==> config.mk <==
export PLATFORM = sky130hd
export DESIGN_NAME = board_reset_seq_flat
export DESIGN_NICKNAME = d
export VERILOG_FILES = /design/src/rtl/board_reset_seq_pkg.sv /design/src/rtl/board_reset_seq_if.sv /design/src/rtl/board_reset_seq_btn_debounce.sv /design/src/rtl/board_reset_seq.sv /design/src/flat_wrapper.sv
export SDC_FILE = /design/constraint.sdc
export NUM_CORES = 1
export LEC_CHECK = 0
export ABC_AREA = 1
export CAP_MARGIN = 0
export CORE_UTILIZATION = 60
export DETAILED_ROUTE_END_ITERATION = 10
export PLACE_DENSITY_LB_ADDON = 0.15
export SLEW_MARGIN = 20
export SYNTH_ARGS = -nofsm -noshare
export SYNTH_HDL_FRONTEND = slang
export SYNTH_SLANG_ARGS = --single-unit
export TNS_END_PERCENT = 30
==> constraint.sdc <==
create_clock -name CLOCK_50 -period 2.7 [get_ports CLOCK_50]
set_input_delay 0.675 -clock CLOCK_50 [delete_from_list [all_inputs] [get_ports CLOCK_50]]
set_output_delay 0.675 -clock CLOCK_50 [all_outputs]
set_load 0.01 [all_outputs]
==> src/rtl/board_reset_seq_pkg.sv <==
// Shared definitions for the board reset sequencer: FSM state encodings
// (also shown on the debug LEDs) and a counter-width helper.
package board_reset_seq_pkg;

  localparam int STATE_W = 2;

  // Encodings are visible on state_dbg, so keep them stable for the LED decode.
  typedef enum logic [STATE_W-1:0] {
    ST_WAIT_LOCK = 2'd0,
    ST_HOLD      = 2'd1,
    ST_RELEASE   = 2'd2,
    ST_RUN       = 2'd3
  } state_e;

  // Width of a counter that runs 0..v-1 and is always cleared at its
  // terminal count, so it never has to hold v itself. Minimum of one bit.
  function automatic int cnt_w(input int v);
    return (v < 2) ? 1 : $clog2(v);
  endfunction

endpackage

==> src/rtl/board_reset_seq_if.sv <==
// Board-facing signal bundle of the reset sequencer. The master side is the
// sequencer itself (consumes PLL lock and buttons, produces resets and
// debounced buttons); the slave side is the board/user logic.
interface board_reset_seq_if #(
  parameter int N_BTN     = 2,
  parameter int N_RST_OUT = 3
);

  logic                                    locked;
  logic [N_BTN-1:0]                        btn_raw;
  logic [N_BTN-1:0]                        btn_db;
  logic [N_BTN-1:0]                        btn_press;
  logic [N_RST_OUT-1:0]                    rst_out;
  logic                                    ready;
  logic [board_reset_seq_pkg::STATE_W-1:0] state_dbg;

  modport master (
    input  locked,
    input  btn_raw,
    output btn_db,
    output btn_press,
    output rst_out,
    output ready,
    output state_dbg
  );

  modport slave (
    output locked,
    output btn_raw,
    input  btn_db,
    input  btn_press,
    input  rst_out,
    input  ready,
    input  state_dbg
  );

endinterface

==> src/rtl/board_reset_seq_btn_debounce.sv <==
// One button channel: synchroniser chain, stability counter and a one-cycle
// press pulse. A change on the synchronised input only reaches btn_db after
// DEBOUNCE_CYCLES consecutive edges of disagreement; shorter glitches vanish.
module board_reset_seq_btn_debounce
  import board_reset_seq_pkg::*;
#(
  parameter int SYNC_STAGES     = 3,
  parameter int DEBOUNCE_CYCLES = 50000
) (
  input  logic clk,
  input  logic rst,
  input  logic btn_raw,
  output logic btn_db,
  output logic btn_press
);

  localparam int CNT_W = cnt_w(DEBOUNCE_CYCLES);

  logic [SYNC_STAGES-1:0] sync_q;
  logic [SYNC_STAGES-1:0] sync_d;
  logic                   btn_s;
  logic [CNT_W-1:0]       cnt_q;
  logic [CNT_W-1:0]       cnt_d;
  logic                   btn_db_q;
  logic                   btn_db_d;
  logic                   btn_press_q;
  logic                   btn_press_d;

  assign btn_s = sync_q[SYNC_STAGES-1];

  // Shift the raw button into the synchroniser; nothing combinational in front of it.
  always_comb begin
    sync_d = {sync_q[SYNC_STAGES-2:0], btn_raw};
  end

  // Count consecutive disagreeing edges and commit the new level at the terminal count.
  always_comb begin
    cnt_d       = cnt_q;
    btn_db_d    = btn_db_q;
    btn_press_d = 1'b0;
    if (btn_s == btn_db_q) begin
      cnt_d = '0;
    end else if (cnt_q == CNT_W'(DEBOUNCE_CYCLES - 1)) begin
      btn_db_d = btn_s;
      cnt_d    = '0;
    end else begin
      cnt_d = cnt_q + 1'b1;
    end
    btn_press_d = btn_db_d & ~btn_db_q;
  end

  // State registers for the synchroniser, counter and registered outputs.
  always_ff @(posedge clk or posedge rst) begin
    if (rst) begin
      sync_q      <= '0;
      cnt_q       <= '0;
      btn_db_q    <= 1'b0;
      btn_press_q <= 1'b0;
    end else begin
      sync_q      <= sync_d;
      cnt_q       <= cnt_d;
      btn_db_q    <= btn_db_d;
      btn_press_q <= btn_press_d;
    end
  end

  assign btn_db    = btn_db_q;
  assign btn_press = btn_press_q;

endmodule

==> src/rtl/board_reset_seq.sv <==
// Board-level reset front end sitting between the PLL and user logic.
// Waits for a synchronised PLL lock, holds everything in reset for a settle
// time, then releases the staged resets one by one in ascending order and
// finally raises ready. Losing lock or pressing the reset button drops the
// whole system back into reset on the next edge, all stages at once.
module board_reset_seq
  import board_reset_seq_pkg::*;
#(
  parameter int N_BTN            = 2,
  parameter int SYNC_STAGES      = 3,
  parameter int DEBOUNCE_CYCLES  = 50000,
  parameter int LOCK_HOLD_CYCLES = 1024,
  parameter int N_RST_OUT        = 3,
  parameter int STAGE_GAP_CYCLES = 16,
  parameter int RST_BTN_IDX      = 0
) (
  input  logic                      CLOCK_50,
  input  logic                      rst,
  board_reset_seq_if.master         bus
);

  localparam int HOLD_W = cnt_w(LOCK_HOLD_CYCLES);
  localparam int GAP_W  = cnt_w(STAGE_GAP_CYCLES);
  localparam int IDX_W  = cnt_w(N_RST_OUT);

  logic [SYNC_STAGES-1:0] lock_sync_q;
  logic [SYNC_STAGES-1:0] lock_sync_d;
  logic                   lock_s;

  logic [N_BTN-1:0]       btn_raw_w;
  logic [N_BTN-1:0]       btn_db_w;
  logic [N_BTN-1:0]       btn_press_w;
  logic                   rst_req;

  state_e                 state_q;
  state_e                 state_d;
  logic [HOLD_W-1:0]      hold_cnt_q;
  logic [HOLD_W-1:0]      hold_cnt_d;
  logic [GAP_W-1:0]       gap_cnt_q;
  logic [GAP_W-1:0]       gap_cnt_d;
  logic [IDX_W-1:0]       idx_q;
  logic [IDX_W-1:0]       idx_d;
  logic [N_RST_OUT-1:0]   rst_out_q;
  logic [N_RST_OUT-1:0]   rst_out_d;
  logic                   ready_q;
  logic                   ready_d;

  assign btn_raw_w = bus.btn_raw;

  // One debouncer per button; each owns its own synchroniser chain.
  for (genvar i = 0; i < N_BTN; i++) begin : g_btn
    board_reset_seq_btn_debounce #(
      .SYNC_STAGES     (SYNC_STAGES),
      .DEBOUNCE_CYCLES (DEBOUNCE_CYCLES)
    ) u_btn_debounce (
      .clk       (CLOCK_50),
      .rst       (rst),
      .btn_raw   (btn_raw_w[i]),
      .btn_db    (btn_db_w[i]),
      .btn_press (btn_press_w[i])
    );
  end

  // PLL lock is asynchronous to CLOCK_50, so it goes through a plain shift register first.
  always_comb begin
    lock_sync_d = {lock_sync_q[SYNC_STAGES-2:0], bus.locked};
  end

  // Lock synchroniser register.
  always_ff @(posedge CLOCK_50 or posedge rst) begin
    if (rst) begin
      lock_sync_q <= '0;
    end else begin
      lock_sync_q <= lock_sync_d;
    end
  end

  assign lock_s  = lock_sync_q[SYNC_STAGES-1];
  assign rst_req = ~lock_s | btn_db_w[RST_BTN_IDX];

  // Next-state logic: a reset request overrides everything, otherwise walk
  // WAIT_LOCK -> HOLD -> RELEASE -> RUN, dropping one reset stage per gap.
  always_comb begin
    state_d    = state_q;
    hold_cnt_d = hold_cnt_q;
    gap_cnt_d  = gap_cnt_q;
    idx_d      = idx_q;
    rst_out_d  = rst_out_q;
    ready_d    = ready_q;

    if (rst_req) begin
      state_d    = ST_WAIT_LOCK;
      hold_cnt_d = '0;
      gap_cnt_d  = '0;
      idx_d      = '0;
      rst_out_d  = '1;
      ready_d    = 1'b0;
    end else begin
      case (state_q)
        ST_WAIT_LOCK: begin
          state_d    = ST_HOLD;
          hold_cnt_d = '0;
        end

        ST_HOLD: begin
          if (hold_cnt_q == HOLD_W'(LOCK_HOLD_CYCLES - 1)) begin
            hold_cnt_d   = '0;
            gap_cnt_d    = '0;
            idx_d        = IDX_W'(1);
            rst_out_d[0] = 1'b0;
            if (N_RST_OUT == 1) begin
              state_d = ST_RUN;
              ready_d = 1'b1;
            end else begin
              state_d = ST_RELEASE;
            end
          end else begin
            hold_cnt_d = hold_cnt_q + 1'b1;
          end
        end

        ST_RELEASE: begin
          if (gap_cnt_q == GAP_W'(STAGE_GAP_CYCLES - 1)) begin
            gap_cnt_d          = '0;
            rst_out_d[idx_q]   = 1'b0;
            idx_d              = idx_q + 1'b1;
            if (idx_q == IDX_W'(N_RST_OUT - 1)) begin
              state_d = ST_RUN;
              ready_d = 1'b1;
            end
          end else begin
            gap_cnt_d = gap_cnt_q + 1'b1;
          end
        end

        ST_RUN: begin
          rst_out_d = '0;
          ready_d   = 1'b1;
        end

        default: begin
          state_d = ST_WAIT_LOCK;
        end
      endcase
    end
  end

  // FSM, counters and registered reset outputs; async reset puts every stage back in reset.
  always_ff @(posedge CLOCK_50 or posedge rst) begin
    if (rst) begin
      state_q    <= ST_WAIT_LOCK;
      hold_cnt_q <= '0;
      gap_cnt_q  <= '0;
      idx_q      <= '0;
      rst_out_q  <= '1;
      ready_q    <= 1'b0;
    end else begin
      state_q    <= state_d;
      hold_cnt_q <= hold_cnt_d;
      gap_cnt_q  <= gap_cnt_d;
      idx_q      <= idx_d;
      rst_out_q  <= rst_out_d;
      ready_q    <= ready_d;
    end
  end

  assign bus.btn_db    = btn_db_w;
  assign bus.btn_press = btn_press_w;
  assign bus.rst_out   = rst_out_q;
  assign bus.ready     = ready_q;
  assign bus.state_dbg = state_q;

endmodule
==> src/flat_wrapper.sv <==
// flat-port wrapper written by rule: the top's interface ports become plain ports
module board_reset_seq_flat import board_reset_seq_pkg::*;
#(
  parameter int N_BTN            = 2,
  parameter int SYNC_STAGES      = 3,
  parameter int DEBOUNCE_CYCLES  = 50000,
  parameter int LOCK_HOLD_CYCLES = 1024,
  parameter int N_RST_OUT        = 3,
  parameter int STAGE_GAP_CYCLES = 16,
  parameter int RST_BTN_IDX      = 0
)
  (CLOCK_50, rst, bus_locked, bus_btn_raw, bus_btn_db, bus_btn_press, bus_rst_out, bus_ready, bus_state_dbg);
  board_reset_seq_if #(.N_BTN(N_BTN), .N_RST_OUT(N_RST_OUT)) bus_i ();
  input  logic CLOCK_50;
  input  logic rst;
  input wire logic [$bits(bus_i.locked)-1:0] bus_locked;
  input wire logic [$bits(bus_i.btn_raw)-1:0] bus_btn_raw;
  output wire logic [$bits(bus_i.btn_db)-1:0] bus_btn_db;
  output wire logic [$bits(bus_i.btn_press)-1:0] bus_btn_press;
  output wire logic [$bits(bus_i.rst_out)-1:0] bus_rst_out;
  output wire logic [$bits(bus_i.ready)-1:0] bus_ready;
  output wire logic [$bits(bus_i.state_dbg)-1:0] bus_state_dbg;
  assign bus_i.locked = bus_locked;
  assign bus_i.btn_raw = bus_btn_raw;
  assign bus_btn_db = bus_i.btn_db;
  assign bus_btn_press = bus_i.btn_press;
  assign bus_rst_out = bus_i.rst_out;
  assign bus_ready = bus_i.ready;
  assign bus_state_dbg = bus_i.state_dbg;
  board_reset_seq #(.N_BTN(N_BTN), .SYNC_STAGES(SYNC_STAGES), .DEBOUNCE_CYCLES(DEBOUNCE_CYCLES), .LOCK_HOLD_CYCLES(LOCK_HOLD_CYCLES), .N_RST_OUT(N_RST_OUT), .STAGE_GAP_CYCLES(STAGE_GAP_CYCLES), .RST_BTN_IDX(RST_BTN_IDX)) u_core (.CLOCK_50(CLOCK_50), .rst(rst), .bus(bus_i));
endmodule
# Yosys cells after proc, flatten, opt, wreduce, memory -nomap -nowiden
# Index checks and enable logic that the tools add are counted.
word_totals:
  in_bits: 5
  word_cells: 92
  register_bits: 67
  out_inout_bits: 10
classes:
  mux: 35
  addsub: 5
  reduce_logical: 13
  bitwise_logic: 8
  magnitude_cmp: 2
  n_eq_ne: 13
op_table:
  columns: ["operator", "count"]
  rows:
  - ["$mux W16", 4]
  - ["$add A16 B1 Y16 const B", 2]
  - ["$eq A16 B16 Y1 const B", 2]
  - ["$mux W10", 2]
  - ["$pmux W10 S2", 1]
  - ["$mux W2", 7]
  - ["$mux W4", 3]
  - ["$add A10 B1 Y10 const B", 1]
  - ["$eq A10 B10 Y1 const B", 1]
  - ["$mux W1", 9]
  - ["$ne A3 B1 Y1 const B", 3]
  - ["$reduce_and A3 Y1", 3]
  - ["$reduce_bool A3 Y1", 3]
  - ["$pmux W2 S2", 2]
  - ["$pmux W4 S2", 1]
  - ["$reduce_bool A4 Y1", 2]
  - ["$eq A2 B2 Y1 const B", 3]
  - ["$mux W3", 2]
  - ["$pmux W2 S3", 1]
  - ["$add A4 B1 Y4 const B", 1]
  - ["$eq A4 B4 Y1 const B", 1]
  - ["$reduce_and A2 Y1", 2]
  - ["$reduce_and A4 Y1", 1]
  - ["$and A3 B3 Y3", 1]
  - ["14 further kinds", 18]

# Depth between registers and ports, before layout
# Gate-level depths: netlist of the first run.
depth:
  word_depth: 9
  depth_mapped: 9
  mapped_depth_nobuf: 9

# Modules after synthesis
# From an unflattened synthesis of the first run, not the netlist that was laid out.
unflattened:
  hier_cells: 456
  area_unflattened_um2: 3741.1
by_module_without_submodules:
  columns: ["mod", "cells_per_inst", "seq_area_each_um2", "instances", "area_per_inst_um2"]
  rows:
  - ["board_reset_seq_btn_debounce", 138, 525.5, 2, 1099.8]
  - ["board_reset_seq", 180, 629.4, 1, 1541.5]

# Least setup slack after synthesis of the first run
# No wires, ideal clock.
synth_path:
  path_kind: "reg-to-reg"
  from: "register u_core.state_q[0], in the netlist u_core.bus.state_dbg[0]"
  to: "register u_core.state_q[0], in the netlist u_core.bus.state_dbg[0]"
  setup_ns: 0.117
  t_arrival_ns: 1.329
  stages_incl_launch_ff: 10
  path_buffers: 1
  required_ns: 2.583
  path_slack_ns: 1.254
  period_less_slack_ns: 1.446
  cell_sequence: "dfrtp_1 inv_1 ha_1 buf_2 nand2_1 nor2_1 nor2_1 nand3_2 nand2_1 nand2_1"
synth_between:
  elab_chain_len: 3
  word_cells_on_any_way: 10
  classes_between: "eq/ne (5); mux (2); reduce/logical (3)"
synth_lines:
  columns: ["item", "line_no", "rtl"]
  rows:
  - ["start: declaration", "board_reset_seq.sv:35", "state_e state_q;"]
  - ["start signal: assignment", "board_reset_seq.sv:158", "state_q <= state_d;"]
  - ["$eq A2 B1 Y1, or another cell as far along", "board_reset_seq.sv:99", "case (state_q)"]
  - ["$ne A3 B1 Y1 (no line), or another cell as far along", null, null]
  - ["$reduce_and A4 Y1 (no line) / $mux W2 (equally long branches)", null, null]
# Several ways; a longest one is shown, not always the timed one.
# A chain may end at the register's enable or synchronous reset.

# Worst setup path after layout of the first run
layout_path:
  from: "register u_core.rst_out_q[0], in the netlist u_core.bus.rst_out[0]"
  to: "output port bus_rst_out[0]"
layout_rtl:
  columns: ["item", "line_no", "rtl"]
  rows:
  - ["start: declaration", "board_reset_seq.sv:43", "logic [N_RST_OUT-1:0] rst_out_q;"]
  - ["start signal: assignment", "board_reset_seq.sv:162", "rst_out_q <= rst_out_d;"]
  - ["end: declaration", "flat_wrapper.sv:20", "output wire logic [$bits(bus_i.rst_out)-1:0] bus_rst_out;"]
# No word-level cell between the ends.

==> reports/metrics.cfg, run 1 <==
[route]
num_vias=2674
vias_per_cell=5.253
dr.pass1.iters=4
drtIter0Drc=154
routed_wl_mm=6.089
drc=0
wl_per_cell_um=11.96
ant_nets=0

[synth]
ys_types=33
synth_area_leaders=dfrtp_1 (46%), nand2_1 (8.5%), nor2_1 (7.4%), inv_1 (5.5%), nand3_1 (4.5%)
synth-edff-count=0
netlist_top_cells_count=nand2_1 (78), nor2_1 (68), dfrtp_1 (64)
synthArstFlopShare=1.000
yosysMostFrequentCell=nand2_1
yosysTopAreaCellShare=0.4624
netlist_area_um2=3463
seq_area_frac_synth=0.4852
synth_top_area_cell=dfrtp_1
ys_ff_latch=67
syn_inst=414
syn-num-nets=430
avgSynthCellArea_um2=8.366
synthFlopType=dfrtp_1
yosys_warnings=0

[run_status]
status=completed

[sta]
rsz0062_at_grt=no
tightestPinTransition_ns=0.3970
setup_viol=0
max_freq_mhz=483.0
fin_crit_sh=0.7668
skew_ns=0.009588
timing.final.hold_violations=0
finalSetupTns_ns=0
max-slew-margin-rel=0.7333
worst_slack_ns=0.6297
fin_crit_ns=2.070
final-max-slew-violation-count=0

[global_routing]
grt_pass1_wl_mm=10.85
antenna_found_initial=0
gr-total-overflow=0
grt_max_degree=68
grt_use_total=0.2284
grt_pass1_vias=2585

[clocking]
ctsHoldBuffers=0
clockRootBuffer=clkbuf_8
post-cts-setup-buffers=0
cts_tree=yes
cts_sinks=67
clk_pin_slew_worst_paths_ns=0.07
cts_resized=0
htreeDepth=3
cts.path.max_buffers=2
cts_made_buffers=9
clk_latency_ns=0.34

[pwr]
power.leakage_uw=0.001752
peakVddDrop_v=0.0003568
powerDensity_nw_per_um2=606.4
fin_total_pwr_uw=2313

[hold_path]
min_path_type=reg2reg
min_path_cells=0
min_from=u_core.g_btn[0].u_btn_debounce.sync_q[1]$_DFF_PP0_
min_to=u_core.g_btn[0].u_btn_debounce.sync_q[2]$_DFF_PP0_

[critical_path]
start_kind=flop
path_cells=clkdlybuf4s50_1
cpLargestDelayFamily=flip-flops
crit_path_max_fanout=3
cpPeakStageDelay_ns=0.54
slowest_stage=dfstp_2
rr_worst_depth=8
path_buf_inv=1
worstPathRequired_ns=2.03
crit_start=u_core.bus.rst_out[0]$_DFFE_PP1P_
crit_type=reg2out
endpoint_kind=output pin
worstReg2RegEnd=u_core.hold_cnt_q[3]$_DFFE_PP0P_
r2r_setup_slack_ns=1.04
arrival_ns=1.40
r2r_start=u_core.hold_cnt_q[0]$_DFFE_PP0P_

[floorplan]
coreArea_um2=5540
io_pins=15
num_rows=27
initial_core_util=0.6251
die_h_um=77.98
dieArea_um2=6080
die_w_um=77.98

[placed_design]
gp_congestion=0.8751
place_hpwl_mm=4.363
portBuffers=14
place_ws_ns=0.9813

[final_layout]
syn2layout_area_growth_pct=10.12
final_nets=449
diodes=0
drive_gt1_frac=0.09382

[job]
cap_violations=0

==> logic make-up (layout without fill, tap and decap cells) <==
| group | Yosys count | in the layout | synth area share |
|---|---|---|---|
| AND/OR/NAND/NOR | 227 | 227 | 0.3064 |
| flip-flops | 67 | 67 | 0.4852 |
| buffers and inverters | 60 | 83 | 0.07622 |
| AO/OA/AOI/OAI | 32 | 32 | 0.04950 |
| XOR/XNOR | 17 | 17 | 0.04299 |
| adder cells (fa/ha/maj) | 11 | 11 | 0.03974 |
==> layout by cell type, fill, tap and decap left out, types with 3 or more instances in the layout <==
master	instances
nor3_1	10
nand3_2	3
clkbuf_8	10
clkbuf_1	3
nand3_1	31
clkdlybuf4s50_1	14
a21oi_1	8
nor2_1	68
inv_1	50
dfrtp_1	64
nand2_2	3
nor2_2	5
nand4_1	14
o21ai_0	14
o21ai_1	5
ha_1	11
dfstp_2	3
or2_2	5
xor2_1	16
nand2_1	78
nor3_2	3
==> worst max path at each step <==
stage                                              end  slack, ns  cells after the start
final                                   bus_rst_out[0]       0.63                      1
after global routing                    bus_rst_out[0]       0.58                      1
after CTS                               bus_rst_out[0]       0.61                      1
after detailed placement                bus_rst_out[0]       0.98                      1
after global placement                  bus_rst_out[0]       0.98                      1
after floorplan           u_core.bus.ready$_DFFE_PP0P_       0.35                      1
==> metal layers <==
metal  track usage  vias up  part of all wire
met2        0.3876       51              0.48
met1        0.2794     1255              0.46
met3       0.05882        9             0.038
li1              -     1359                 -
met4       0.08704        0             0.015
met5             0        -                 0
==> layout make-up <==
type                       instances  area [um2]
fill                             460        1727
sequential                        67        1680
multi-input combinational        287        1519
inverter                          52       195.2
timing repair buffer              16       167.7
clock buffer                      13       148.9
tap                               72       90.09
clock inverter                     2       12.51
==> flip-flops by register name, indices dropped and copies added (netlist names) <==
name / cells
u_core.g_btn.u_btn_debounce.sync_q: 6
u_core.bus.state_dbg: 2
u_core.g_btn.u_btn_debounce.btn_db: 2
u_core.idx_q: 2
u_core.bus.ready: 1
u_core.bus.rst_out: 3
u_core.g_btn.u_btn_debounce.cnt_q: 32
u_core.gap_cnt_q: 4
u_core.g_btn.u_btn_debounce.btn_press: 2
u_core.lock_sync_q: 3
u_core.hold_cnt_q: 10
==> metrics by stage <==
step | instance area, um2 | utilization | cells | hold slack, ns
2_1_floorplan | 3463 | - | 414 | 0.3312
3_3_place_gp | 3652 | 0.6592 | 494 | 0.3317
3_5_place_dp | 3652 | 0.6592 | 494 | 0.3347
4_1_cts | 3814 | 0.6883 | 509 | 0.3471
5_1_grt | 3814 | 0.6883 | 509 | 0.3568
6_report | 3814 | 0.6883 | 509 | 0.3442
==> power by group <==
part	internal, uW	switching [uW]	leakage, uW	total, uW
clock	353	351	0.0000795	703
combinational	186	292	0.000779	478
sequential	1080	51.9	0.000894	1130
total	1620	695	0.00175	2310
Note: power is estimated with default switching activity, not from simulation.
==> run 2: changes to the inputs <==
==> constraint.sdc (replaced) <==
create_clock -name CLOCK_50 -period 2 [get_ports CLOCK_50]
set_input_delay 0.5 -clock CLOCK_50 [delete_from_list [all_inputs] [get_ports CLOCK_50]]
set_output_delay 0.5 -clock CLOCK_50 [all_outputs]
set_load 0.01 [all_outputs]
==> run 2 against run 1 <==
Critical path depth did not move; combinational power rose by 40%; clock power rose by 61%; utilization rose by 1.0 points; die area did not move; sequential share of layout area fell by 0.64 points; hold slack improved by 0.0013 ns; global-route usage rose by 1.4 points; first-iteration DRC count rose by 7.8%; cell area rose by 1.5%; register-to-register slack got worse by 0.72 ns; sequential power rose by 35%.
==> reports/metrics.cfg, run 2 (synthesized netlist as in run 1, its figures left out) <==
[pwr]
powerDensity_nw_per_um2=860.9  ; was 606.4 nW/um2
peakVddDrop_v=0.0005610  ; was 0.0003568 V
clockPowerShare=0.339  ; was 0.304
internal-power_uw=2349  ; was 1618 uW
power.leakage_uw=0.001777  ; was 0.001752 uW
p_sw_uw=982.8  ; was 694.9 uW
p_comb_frac=0.200  ; was 0.207
p_sw_frac=0.2950  ; was 0.3005
seq_power_share=0.460  ; was 0.489

[hold_path]
min_from=u_core.g_btn[0].u_btn_debounce.sync_q[0]$_DFF_PP0_  ; was u_core.g_btn[0].u_btn_debounce.sync_q[1]$_DFF_PP0_
min_to=u_core.g_btn[0].u_btn_debounce.sync_q[1]$_DFF_PP0_  ; was u_core.g_btn[0].u_btn_debounce.sync_q[2]$_DFF_PP0_
min_path_type=reg2reg  ; unchanged
min_path_cells=0  ; unchanged

[critical_path]
arrival_ns=1.41  ; was 1.40 ns
worst-path-stages=1  ; unchanged
slowest_stage=dfstp_2  ; unchanged
cpPeakStageDelay_ns=0.55  ; was 0.54 ns
path_buf_inv=1  ; unchanged
crit_path_max_fanout=3  ; unchanged
path_cells=clkdlybuf4s50_1  ; unchanged
worstReg2RegEnd=u_core.hold_cnt_q[3]$_DFFE_PP0P_  ; unchanged
r2r_setup_slack_ns=0.32  ; was 1.04 ns
cpLargestDelayFamily=flip-flops  ; unchanged
r2r_start=u_core.hold_cnt_q[0]$_DFFE_PP0P_  ; unchanged
endpoint_kind=output pin  ; unchanged
crit_type=reg2out  ; unchanged
rr_worst_depth=8  ; unchanged
start_kind=flop  ; unchanged
worstPathRequired_ns=1.50  ; was 2.03 ns

[sta]
setup_viol=0  ; unchanged
fin_crit_sh=0.9561
final-max-slew-violation-count=0  ; unchanged
finalSetupTns_ns=0  ; unchanged
timing.final.hold_violations=0  ; unchanged
whs_ns=0.3455  ; was 0.3442 ns
fin_crit_ns=1.912
max-slew-margin-rel=0.7386  ; was 0.7333
tightestPinTransition_ns=0.3892  ; was 0.3970 ns
max_freq_mhz=522.9
rsz0062_at_grt=no  ; unchanged
skew_ns=0.009033  ; was 0.009588 ns

[final_layout]
final_common_cell=nand2_1  ; unchanged
final_nets=450  ; was 449
drive_gt1_frac=0.09817  ; was 0.09382
diodes=0  ; unchanged
largest_reg_flops=32  ; unchanged
top_register=u_core.g_btn.u_btn_debounce.cnt_q  ; unchanged
final_area_um2=3870  ; was 3814 um2
finalNonFillerCells=510  ; was 509
multi_input_area_um2=1519  ; unchanged
final_cell_mix=nand2_1 (78), nor2_1 (68), dfrtp_1 (64)  ; unchanged
largestRegisters=u_core.g_btn.u_btn_debounce.cnt_q x32, u_core.hold_cnt_q x10, u_core.g_btn.u_btn_debounce.sync_q x6  ; unchanged
final-seq-area_um2=1680  ; unchanged
syn2layout_area_growth_pct=11.74  ; was 10.12%
fillers=433  ; was 460
finish.utilization=0.6985  ; was 0.6883

[global_routing]
gr-total-overflow=0  ; unchanged
grt_max_degree=37  ; was 68
grt_pass1_wl_mm=11.38  ; was 10.85 mm
antenna_found_initial=0  ; unchanged
grt_pass1_vias=2596  ; was 2585
grt_use_total=0.2425  ; was 0.2284

[route]
num_vias=2732  ; was 2674
wl_per_cell_um=12.90  ; was 11.96 um
routed_wl_mm=6.578  ; was 6.089 mm
ant_nets=0  ; unchanged
vias_per_cell=5.357  ; was 5.253
drc=0  ; unchanged
drtIter0Drc=166  ; was 154
dr.pass1.iters=5  ; was 4

[job]
cap_violations=0  ; unchanged

[clocking]
clockRootBuffer=clkbuf_8  ; unchanged
cts_sinks=67  ; unchanged
post-cts-setup-buffers=0  ; unchanged
htreeDepth=3  ; unchanged
ctsHoldBuffers=0  ; unchanged
clk_latency_ns=0.34  ; about the same
cts.path.max_buffers=2  ; unchanged
cts_made_buffers=9  ; unchanged
clk_pin_slew_worst_paths_ns=0.07  ; about the same
cts_tree=yes  ; unchanged
cts_resized=0  ; unchanged

[floorplan]
initial_core_util=0.6251  ; unchanged
dieArea_um2=6080  ; unchanged
coreArea_um2=5540  ; unchanged
io_pins=15  ; unchanged
die_h_um=77.98  ; unchanged
die_w_um=77.98  ; unchanged
num_rows=27  ; unchanged

[placed_design]
portBuffers=14  ; unchanged
placed_area_um2=3676  ; was 3652 um2
dp_cells=495  ; was 494
gp_congestion=0.8794  ; was 0.8751
place_hpwl_mm=4.655  ; was 4.363 mm

[run_status]
status=completed  ; unchanged

## run 2: cell count changes in the layout (fill, tap and decap cells not counted), sizes merged
| cell | delta |
|---|---|
| buf | +1 |
| bufinv | +1 |
| inv | -1 |
## run 2: power by group through the flow
stage / Combinational [uW] / Clock, uW / Sequential (uW)
after floorplan: 453 / 0 / 1560
after global placement: 635 / 0 / 1550
after detailed placement: 659 / 0 / 1560
after global routing: 760 / 1190 / 1550
final: 668 / 1130 / 1530
after CTS: 673 / 1140 / 1530
## run 2: layout make-up
cell class / instances / share of cell area
clock inverters: 2 / 0.009053
repair buffers: 17 / 0.04850
inverters: 52 / 0.05141
well taps: 72 / 0.02328
clock buffers: 13 / 0.04106
multi-input cells: 287 / 0.3925
flip-flops and latches: 67 / 0.4342
## run 2: worst reg2reg max path, delay by kind of cell (launching register included)
family                     cells  cell delay (ns)
adders and majority gates      1             0.19
buffers and inverters          1             0.14
and+or+nand+nor                6             0.85
DFF                            1             0.40
## run 2: worst max path at each step
stage	start	end	slack, ns
floorplan	u_core.bus.state_dbg[0]$_DFFE_PP0P_	u_core.bus.state_dbg[0]$_DFFE_PP0P_	0.55
global placement	u_core.bus.state_dbg[0]$_DFFE_PP0P_	u_core.gap_cnt_q[3]$_DFFE_PP0P_	0.44
detailed placement	u_core.hold_cnt_q[0]$_DFFE_PP0P_	u_core.gap_cnt_q[0]$_DFFE_PP0P_	0.35
CTS	u_core.bus.rst_out[0]$_DFFE_PP1P_	bus_rst_out[0]	0.07
global route	u_core.bus.rst_out[0]$_DFFE_PP1P_	bus_rst_out[0]	0.05
finish	u_core.bus.rst_out[0]$_DFFE_PP1P_	bus_rst_out[0]	0.09
## run 2: per-stage QoR
stage	total power [uW]	setup WS, ns
after detailed placement	2218	0.3457
after global routing	3495	0.04625
final	3332	0.08772
after floorplan	2015	0.5537
after CTS	3345	0.07438
after global placement	2183	0.4413
## run 2: metal layers
metal	up-vias	global-route usage	part of all wire
met5	-	0	0
met4	0	0.1111	0.017
met3	10	0.03647	0.026
met2	42	0.4097	0.50
met1	1320	0.3076	0.46
li1	1360	-	-
==> run 3: changes to the inputs <==
--- a/config.mk
+++ b/config.mk
@@ -7,8 +7,9 @@
 export LEC_CHECK = 0
 export ABC_AREA = 1
 export CAP_MARGIN = 0
-export CORE_UTILIZATION = 60
+export CORE_UTILIZATION = 63
 export DETAILED_ROUTE_END_ITERATION = 10
+export DONT_BUFFER_PORTS = 1
 export PLACE_DENSITY_LB_ADDON = 0.15
 export SLEW_MARGIN = 20
 export SYNTH_ARGS = -nofsm -noshare
==> run 3 against run 2 <==
Clock power barely moved; global-route usage down 1.0 points; first-iteration DRC count is 1.2% higher; via count down 3.6%; cell area shrank 4.2%; final cell count down 3.1%; die area fell by 4.6%; register-to-register slack better by 0.02 ns; total power shrank 4.3%; hold slack got worse by 0.26 ns.
==> reports/metrics.cfg, run 3 (synthesized netlist as in run 1, its figures left out) <==
[floorplan]
io_pins=15  ; unchanged
coreArea_um2=5205  ; was 5540 um2
initial_core_util=0.6654  ; was 0.6251
die_h_um=76.15  ; was 77.98 um
dieArea_um2=5798  ; was 6080 um2
die_w_um=76.15  ; was 77.98 um
num_rows=26  ; was 27

[placed_design]
gp_congestion=0.8553  ; was 0.8794
portBuffers=0  ; was 14
place_hpwl_mm=4.313  ; was 4.655 mm
dp_cells=478  ; was 495
placed_area_um2=3513  ; was 3676 um2

[critical_path]
crit_start=u_core.bus.state_dbg[0]$_DFFE_PP0P_  ; was u_core.bus.rst_out[0]$_DFFE_PP1P_
worstPathRequired_ns=2.27  ; was 1.50 ns
crit_type=reg2reg  ; was reg2out
endpoint=u_core.gap_cnt_q[3]$_DFFE_PP0P_  ; was bus_rst_out[0]
worstReg2RegEnd=u_core.gap_cnt_q[3]$_DFFE_PP0P_  ; was u_core.hold_cnt_q[3]$_DFFE_PP0P_
r2r_setup_slack_ns=0.34  ; was 0.32 ns
arrival_ns=1.92  ; was 1.41 ns
r2r_start=u_core.bus.state_dbg[0]$_DFFE_PP0P_  ; was u_core.hold_cnt_q[0]$_DFFE_PP0P_
rr_worst_depth=5  ; was 8
endpoint_kind=flop  ; was output pin
start_kind=flop  ; unchanged
crit_path_max_fanout=11  ; was 3

[run_status]
status=completed  ; unchanged

[sta]
timing.final.hold_violations=0  ; unchanged
whs_ns=0.08474  ; was 0.3455 ns
rsz0062_at_grt=no  ; unchanged
max_freq_mhz=604.0  ; was 522.9 MHz
fin_crit_ns=1.656  ; was 1.912 ns
skew_ns=0.007825  ; was 0.009033 ns
final-max-slew-violation-count=0  ; unchanged
setup_viol=0  ; unchanged
max-slew-margin-rel=0.6172  ; was 0.7386
fin_crit_sh=0.8278  ; was 0.9561
tightestPinTransition_ns=0.5731  ; was 0.3892 ns
finalSetupTns_ns=0  ; unchanged

[final_layout]
drive_gt1_frac=0.1038  ; was 0.09817
final_nets=435  ; was 450
finalNonFillerCells=494  ; was 510
fillers=387  ; was 433
largest_reg_flops=32  ; unchanged
final_cell_mix=nand2_1 (78), nor2_1 (68), dfrtp_1 (64)  ; unchanged
largestRegisters=u_core.g_btn.u_btn_debounce.cnt_q x32, u_core.hold_cnt_q x10, u_core.g_btn.u_btn_debounce.sync_q x6  ; unchanged
final_common_cell=nand2_1  ; unchanged
top_register=u_core.g_btn.u_btn_debounce.cnt_q  ; unchanged
diodes=0  ; unchanged
final-seq-area_um2=1680  ; unchanged
multi_input_area_um2=1519  ; unchanged
final_area_um2=3707  ; was 3870 um2
finish.utilization=0.7123  ; was 0.6985
syn2layout_area_growth_pct=7.045  ; was 11.74%

[clocking]
clockRootBuffer=clkbuf_8  ; unchanged
cts.path.max_buffers=2  ; unchanged
cts_resized=0  ; unchanged
cts_made_buffers=9  ; unchanged
clk_latency_ns=0.34  ; about the same
htreeDepth=3  ; unchanged
ctsHoldBuffers=0  ; unchanged
clk_pin_slew_worst_paths_ns=0.07  ; about the same
cts_tree=yes  ; unchanged
post-cts-setup-buffers=0  ; unchanged
cts_sinks=67  ; unchanged

[route]
routed_wl_mm=6.121  ; was 6.578 mm
num_vias=2635  ; was 2732
ant_nets=0  ; unchanged
drtIter0Drc=168  ; was 166
wl_per_cell_um=12.39  ; was 12.90 um
drc=0  ; unchanged
vias_per_cell=5.334  ; was 5.357
dr.pass1.iters=4  ; was 5

[global_routing]
gr-total-overflow=0  ; unchanged
grt_pass1_wl_mm=10.57  ; was 11.38 mm
grt_max_degree=43  ; was 37
grt_use_total=0.2322  ; was 0.2425
antenna_found_initial=0  ; unchanged
grt_pass1_vias=2452  ; was 2596

[pwr]
clockPowerShare=0.346  ; was 0.339
p_sw_uw=948.6  ; was 982.8 uW
internal-power_uw=2239  ; was 2349 uW
p_sw_frac=0.2976  ; was 0.2950
power.leakage_uw=0.001715  ; was 0.001777 uW
powerDensity_nw_per_um2=859.7  ; was 860.9 nW/um2
p_comb_frac=0.167  ; was 0.200
seq_power_share=0.488  ; was 0.460
peakVddDrop_v=0.0004905  ; was 0.0005610 V

[job]
cap_violations=0  ; unchanged

[hold_path]
min_path_type=in2async  ; was reg2reg

run 3: cell types whose count changed in the layout (fill, tap and decap cells not counted):
cell             before  now
buf_12                2    1
clkdlybuf4s50_1      14    0
clkbuf_1              2    1
clkbuf_8             11   10
clkinv_2              1    3
clkinvlp_4            1    2
run 3: final cells by class:
type	count	area share
timing repair buffer	2	0.007425
sequential	67	0.4533
inverter	52	0.05366
multi-input combinational	287	0.4097
clock buffer	11	0.03814
clock inverter	5	0.01417
tap	70	0.02362
run 3: worst min path at each step:
stage               depth (start not counted)  slack [ns]                                                 end
floorplan                                   0        0.33  u_core.g_btn[0].u_btn_debounce.sync_q[1]$_DFF_PP0_
global placement                            0        0.33  u_core.g_btn[1].u_btn_debounce.sync_q[1]$_DFF_PP0_
detailed placement                          0        0.33  u_core.g_btn[0].u_btn_debounce.sync_q[2]$_DFF_PP0_
CTS                                         1        0.09                 u_core.bus.state_dbg[1]$_DFFE_PP0P_
global route                                1        0.13                 u_core.bus.state_dbg[1]$_DFFE_PP0P_
finish                                      1        0.08                 u_core.bus.state_dbg[1]$_DFFE_PP0P_
run 3: metal layers:
metal / track usage / vias up / routed length (um)
li1: - / 1327 / -
met1: 0.2951 / 1249 / 2985
met2: 0.3800 / 47 / 2856
met3: 0.04311 / 12 / 154
met4: 0.1212 / 0 / 125
met5: 0 / - / 0
run 3: power groups by stage:
stage	combinational, uW	sequential [uW]	clock [uW]
after global placement	517	1580	0
after global routing	614	1570	1170
final	531	1550	1100
after CTS	536	1560	1120
after detailed placement	532	1580	0
after floorplan	453	1560	0
run 3: worst max-delay path, cell delays in order (launching register included):
cell and delay [ns]:
dfrtp_1 0.46, inv_1 0.12, ha_1 0.38, nand3_4 0.19
or2_2 0.32, o21ai_1 0.12
run 3: through the flow:
stage	setup slack, ns	power (uW)
floorplan	0.5537	2015
global placement	0.3998	2094
detailed placement	0.3424	2113
CTS	0.3309	3210
global route	0.1392	3356
finish	0.3445	3187
